$ cat src/rtl/alu_result_writeback.sv
// Pending ALU result queue feeding the register-file write port, with a
// youngest-first forwarding lookup over results that have not yet committed.
module alu_result_writeback #(
    parameter int DATA_W = 32,
    parameter int ADDR_W = 5,
    parameter int DEPTH  = 4
) (
    input  logic                     clk,
    input  logic                     reset,
    input  logic                     in_valid,
    output logic                     in_ready,
    input  logic [DATA_W-1:0]        in_result,
    input  logic [ADDR_W-1:0]        in_dest,
    input  logic                     wb_stall,
    output logic                     out_we,
    output logic [ADDR_W-1:0]        out_addr,
    output logic [DATA_W-1:0]        out_data,
    input  logic [ADDR_W-1:0]        fwd_addr,
    output logic                     fwd_hit,
    output logic [DATA_W-1:0]        fwd_data,
    output logic [$clog2(DEPTH):0]   count
);

    localparam int PTR_W = $clog2(DEPTH);
    localparam int CNT_W = PTR_W + 1;

    logic [DATA_W-1:0] data_q [DEPTH];
    logic [ADDR_W-1:0] dest_q [DEPTH];
    logic [DEPTH-1:0]  valid_q;
    logic [PTR_W-1:0]  wr_ptr;
    logic [PTR_W-1:0]  rd_ptr;
    logic              push;
    logic              pop;
    logic [PTR_W-1:0]  idx;

    assign in_ready = (count != CNT_W'(DEPTH));
    // r0 writes complete the handshake but are dropped, since r0 is hardwired zero
    assign push     = in_valid && in_ready && (in_dest != '0);
    assign pop      = (count != '0) && !wb_stall;

    always_ff @(posedge clk or posedge reset) begin
        if (reset) begin
            wr_ptr   <= '0;
            rd_ptr   <= '0;
            count    <= '0;
            valid_q  <= '0;
            out_we   <= 1'b0;
            out_addr <= '0;
            out_data <= '0;
            for (int i = 0; i < DEPTH; i++) begin
                data_q[i] <= '0;
                dest_q[i] <= '0;
            end
        end else begin
            if (push) begin
                data_q[wr_ptr]  <= in_result;
                dest_q[wr_ptr]  <= in_dest;
                valid_q[wr_ptr] <= 1'b1;
                wr_ptr          <= wr_ptr + 1'b1;
            end
            if (pop) begin
                out_addr        <= dest_q[rd_ptr];
                out_data        <= data_q[rd_ptr];
                valid_q[rd_ptr] <= 1'b0;
                rd_ptr          <= rd_ptr + 1'b1;
            end
            out_we <= pop;
            case ({push, pop})
                2'b10:   count <= count + 1'b1;
                2'b01:   count <= count - 1'b1;
                default: count <= count;
            endcase
        end
    end

    // Output stage has lowest priority; queue is scanned oldest to newest so the youngest match wins
    always_comb begin
        fwd_hit  = 1'b0;
        fwd_data = '0;
        idx      = '0;
        if (fwd_addr != '0) begin
            if (out_we && (out_addr == fwd_addr)) begin
                fwd_hit  = 1'b1;
                fwd_data = out_data;
            end
            for (int k = 0; k < DEPTH; k++) begin
                idx = rd_ptr + PTR_W'(k);
                if (valid_q[idx] && (dest_q[idx] == fwd_addr)) begin
                    fwd_hit  = 1'b1;
                    fwd_data = data_q[idx];
                end
            end
        end
    end

endmodule

$ cat config.mk
export PLATFORM = sky130hd
export DESIGN_NAME = alu_result_writeback
export DESIGN_NICKNAME = d
export VERILOG_FILES = /design/src/rtl/alu_result_writeback.sv
export SDC_FILE = /design/constraint.sdc
export NUM_CORES = 1
export LEC_CHECK = 0
export ABC_AREA = 0
export BUFFER_PORTS_ARGS = -buffer_cell sky130_fd_sc_hd__buf_2
export CORE_MARGIN = 2
export CORE_UTILIZATION = 45
export CTS_CLUSTER_DIAMETER = 200
export DETAILED_ROUTE_END_ITERATION = 8
export PLACE_DENSITY_LB_ADDON = 0.12
export SLEW_MARGIN = 10
export SYNTH_ARGS = -nofsm -noshare
export SYNTH_HDL_FRONTEND = slang
export SYNTH_SLANG_ARGS = --single-unit
$ cat constraint.sdc
create_clock -name clk -period 8.69 [get_ports clk]
set_clock_uncertainty 0.2 [all_clocks]
set_input_delay 1.3035 -clock clk [delete_from_list [all_inputs] [get_ports clk]]
set_output_delay 1.3035 -clock clk [all_outputs]
set_load 0.03 [all_outputs]
### After elaboration in Yosys (flattened, before gate mapping)

Index checks and enable logic that the tools add are counted.

| cells by class | value |
|---|---|
| add/subtract/negate cells | 6 |
| $lt $le $gt $ge | 13 |
| equality and inequality tests | 8 |
| mux-type cells | 57 |
| bitwise gates (word level) | 8 |
| reduce and logical (&&, ||, !) cells | 16 |

Operators by type and width:

| operator | count |
|---|---|
| 32-bit 2-to-1 mux | 15 |
| 32-bit binary-select mux with 2-bit select | 4 |
| 128-bit bitwise mux | 1 |
| 32-bit demux with 2-bit select | 1 |
| 5-bit 2-to-1 mux | 9 |
| 5-bit binary-select mux with 2-bit select | 4 |
| 5-bit equality test | 5 |
| 20-bit bitwise mux | 1 |
| 3-bit >= comparator (second input constant) | 5 |
| 2-bit by 3-bit less-than comparator with 1-bit output (second input constant) | 5 |
| 2-bit inverter with 3-bit output | 5 |
| 1-bit 2-to-1 mux | 12 |
| 1-bit logical AND | 11 |
| 5-bit demux with 2-bit select | 1 |
| 5-bit nonzero test | 2 |
| 1-bit binary-select mux with 2-bit select | 4 |
| 4-bit 2-to-1 mux | 2 |
| 3-bit one-hot mux with 2 select lines | 1 |
| 2-bit by 1-bit adder with 2-bit output (second input constant) | 2 |
| 2-bit adder (second input constant) | 2 |
| 4-bit bitwise AND | 1 |
| 1-bit demux with 2-bit select | 2 |
| 2-bit by 1-bit >= comparator with 1-bit output (second input constant) | 2 |
| 4-bit inverter | 1 |
| 10 further kinds | 10 |

| word-level totals | value |
|---|---|
| register bits after elaboration | 197 |
| output and inout bits | 75 |

### Logic depth before layout (Yosys ltp)

| logic depth | value |
|---|---|
| depth after elaboration | 11 |
| depth in mapped cells | 18 |

### Worst setup path after synthesis

No wires, ideal clock.

| timing | value |
|---|---|
| path kind | register to output |
| start | register rd_ptr[1] |
| end | output fwd_data[10] |
| arrival | 4.212 ns |
| required time | 7.187 ns |
| setup slack | 2.974 ns |
| cell stages (with the launch flop) | 19 |
| path buffers | 9 |
| path through | dfrtp_1 -> buf_4 -> buf_2 -> buf_2 -> buf_1 -> inv_1 -> ha_1 -> buf_4 -> buf_6 -> buf_4 -> mux2i_1 -> xor2_1 -> nand4_1 -> a21oi_1 -> and2_1 -> buf_2 -> buf_2 -> o41ai_1 -> a311oi_1 |

| between the ends | value |
|---|---|
| word-level cells in the longest chain between the ends | 11 |
| elaborated cells on any way between the ends | 52 |
| those cells by class | add/sub: 3; eq/ne: 4; mux: 37; bitwise: 4; reduce/logical: 4 |

Ends and longest elaborated chain:

| item | line | RTL |
|---|---|---|
| start, declared | 31 | `logic [PTR_W-1:0] rd_ptr;` |
| start signal, assigned | 65 | `rd_ptr <= rd_ptr + 1'b1;` |
| 2-bit by 1-bit adder with 2-bit output / 2-bit inverter with 3-bit output (equally long branches) | 87, 88, 90 |  |
| 2-bit inverter with 3-bit output (not written as such) / 5-bit binary-select mux with 2-bit select (equally long branches) | 88, 90 |  |
| 5-bit binary-select mux with 2-bit select / 5-bit 2-to-1 mux (equally long branches) | 88 | `if (valid_q[idx] && (dest_q[idx] == fwd_addr)) begin` |
| 5-bit 2-to-1 mux (not written as such) | 88 |  |
| 5-bit 2-to-1 mux (not written as such) / 5-bit equality test (equally long branches) | 88 |  |
| 5-bit equality test / 1-bit logical AND (equally long branches) | 88 |  |
| 1-bit logical AND / 32-bit 2-to-1 mux (equally long branches) | 88 |  |
| 32-bit 2-to-1 mux (2 in series) | 88 |  |
| 32-bit 2-to-1 mux * | 88 |  |
| 32-bit 2-to-1 mux * | 81 | `if (fwd_addr != '0) begin` |
| end, declared | 20 | `output logic [DATA_W-1:0] fwd_data,` |

Every way passes the cells marked *; elsewhere a longest branch is shown, timed or not. The select of a mux whose other input is x is not followed.

### Final worst setup path

| timing | value |
|---|---|
| start | register rd_ptr[0] |
| end | output fwd_data[29] |

The elaborated chain is that of the path after synthesis.

==> flow_summary.toml <==
[final_layout]
final_cell_mix = "dfrtp_1, mux2_2, mux4_2, buf_2, a21oi_1"
drive_above_1_share_pct = 48.50
fin_nets = 1115
syn_to_final_growth_pct = 10.71
stdcell_area_sq_mm = 0.01449
postLayoutCoreUtil_pct = 50.50
layout_commonest_cell = "dfrtp_1"

[clock_tree]
path_clk_slew_ns = 0.07
cts_resized = 0
clkLatencyLatePin_ns = 0.45
hold_buffers = 0
clk_path_buf_depth = 2
cts_sinks = 197
cts_htree_levels = 4
root_buffer = "clkbuf_16"
cts_tree = "yes"
cts_buffers = 17
cts_post_setup_buffers_inserted = 0

[yosys]
async_reset_ff_share_pct = 100.0
synth_fp_nets = 1050
yosysSeqAreaShare_pct = 37.66
synthCells = 994
yosysUniqueCellTypes = 47
synth_warnings = 0
netlist_area_sq_mm = 0.01309
ys.flop_type = "dfrtp_1"
ys_ff_latch = 197
syn_avg_cell_area_sq_um = 13.17
synth_edf_count = 0

[hold_path]
hp-start = "count[2]"
hp-class = "flip-flop to flip-flop"
hold_end = "count[2]"
hold_depth = 1

[timing]
hold_viol_final = 0
rsz0062_at_grt = "false"
setup-tns-final_ns = 0
relSlewSlack_pct = 20.04
final-setup-viol-count = 0
worstMarginPinSlew_ns = 1.199
setup_slack_ns = 1.690
slew_violations = 0
period_share_pct = 80.56
finalCriticalPeriod_ns = 7.000
fmax_ghz = 0.1429

[worst_setup_path]
worstPathArrival_ns = 5.50
worst-path-max-fanout = 55
max_stage_delay_ns = 0.92
crit_path_top_delay_cell = "ha_4"
criticalPathCategory = "flip-flop to primary output"
path_cells = "clkinv_1 -> ha_4 -> mux4_2 -> xnor2_2 -> nand2_1 -> a31o_1 -> a21oi_1 -> buf_2"
r2r_setup_slack_ns = 4.96
endpoint_kind = "primary output"
reg2regPathDepth = 4
cp.required_ns = 7.19
worstReg2RegStart = "rd_ptr[0]"
crit_path_start_kind = "flip-flop"
r2r-end = "out_data[18]"

[place]
pre_cts_slack_ns = 2.078
gp_congestion = 0.7418
port_buffers = 120
placed_area_sq_mm = 0.01391
dpl.hpwl_mm = 21.26

[power_and_ir_drop]
ir_drop_mv = 0.2636
leakagePower_nw = 5.974
powerDensity_mw_per_mm2 = 471.8
total_power_mw = 6.838

[floorplan]
top_level_ports = 121
placementRows = 62
core-area_sq_mm = 0.02870
start_util_pct = 45.61
die_w_microns = 174.6
die_area_sq_mm = 0.03047
die_height_microns = 174.6

[global_route]
grt_usage_pct = 23.69
antenna_found_initial = 1
met2_usage_pct = 37.50
grt_max_degree = 134
busiest_layer = "met2"
grt_pass1_vias = 9047
overflow = 0
met3_usage_pct = 5.074
grt_use_met1_pct = 33.76
grt_first_pass_wirelength_mm = 55.17

[routing]
vias_per_cell = 6.315
drtIter0Drc = 577
drtAntennaViolNets = 0
via_count = 9189
drt-wirelength-per-cell_microns = 24.04
drc = 0
dr.pass1.iters = 5
totalWireLength_mm = 34.97

[run_status]
status = "finished clean"

[job]
max-cap-violations = 0
## cell type report
type / count / area (sq um)
Fill cell: 2538 / 14210
Timing Repair Buffer: 138 / 735.7
Multi-Input combinational cell: 667 / 7610
Clock inverter: 11 / 125.1
Clock buffer: 19 / 452.9
Sequential cell: 197 / 4937
Inverter: 38 / 150.1
Antenna cell: 1 / 2.502
Tap cell: 384 / 480.5
## synthesized netlist by cell type, drive strengths merged (9+ instances only)
cell type	number	area share [%]
buf	57	2.4
mux2	187	16
mux2i	30	2.3
mux4	138	24
a22o	13	0.87
ha	9	0.86
nand3	22	0.84
xor2	24	1.6
a21oi	51	1.9
a31o	21	1.4
nand2	36	1.0
inv	37	1.1
o41ai	9	0.60
a31oi	13	0.62
clkbuf	35	1.0
nand2b	11	0.53
o21ai	39	1.5
xnor2	13	0.87
dfrtp	197	38
## sequential cells by signal, summed over array words and instances, names as in the netlist
signal / flops
out_we: 1
out_addr: 5
count: 3
out_data: 32
wr_ptr: 2
rd_ptr: 2
dest_q: 20
data_q: 128
valid_q: 4
## through the flow
stage | hold slack [ns] | cells
4_1_cts | 0.3309 | 1454
6_report | 0.3297 | 1455
5_1_grt | 0.3543 | 1455
2_1_floorplan | 0.3263 | 994
3_3_place_gp | 0.3100 | 1424
3_5_place_dp | 0.3147 | 1424
## worst max-delay path by stage
| stage | startpoint | endpoint | slack (ns) | cells after the start |
|---|---|---|---|---|
| 2_1_floorplan | reset | count[0] | 1.82 | 1 |
| 3_3_place_gp | rd_ptr[0] | fwd_data[24] | 2.21 | 8 |
| 3_5_place_dp | rd_ptr[0] | fwd_data[21] | 2.08 | 8 |
| 4_1_cts | rd_ptr[0] | fwd_data[21] | 1.61 | 8 |
| 5_1_grt | rd_ptr[0] | fwd_data[24] | 1.28 | 8 |
| 6_report | rd_ptr[0] | fwd_data[29] | 1.69 | 8 |
## power by group
part	internal [mW]	total (mW)	switching [mW]
registers	1.40	2.02	0.624
clock network	0.439	0.805	0.367
logic	2.10	4.01	1.91
## worst max-delay path: cells and delay by family (launching register included)
family                     cells  cell delay (ns)
DFF                            1             0.78
xor gates and xnor gates       1             0.59
adders and majority gates      1             0.92
and+or+nand+nor                1             0.81
muxes                          1             0.62
AOI/OAI and AO/OA              2             0.62
buffers and inverters          2             0.68
## cells by family after synthesis
kind of cell    Yosys count  share of synthesized area (%)
compound gates          175                          8.764
xor+xnor                 37                          2.475
fa+ha+maj                10                          1.013
buf+inv                 130                          4.530
flops                   197                          37.66
mux                     355                          42.12
simple gates             90                          3.441
## routing by layer
metal | wire (microns) | share of wire, % | vias to the layer above
li1 | - | - | 4000
met1 | 15800 | 45 | 4897
met5 | 0 | 0 | -
met4 | 450 | 1.3 | 0
met2 | 16900 | 48 | 264
met3 | 1816 | 5.2 | 28
No activity file was read; power rests on OpenSTA's default activity.
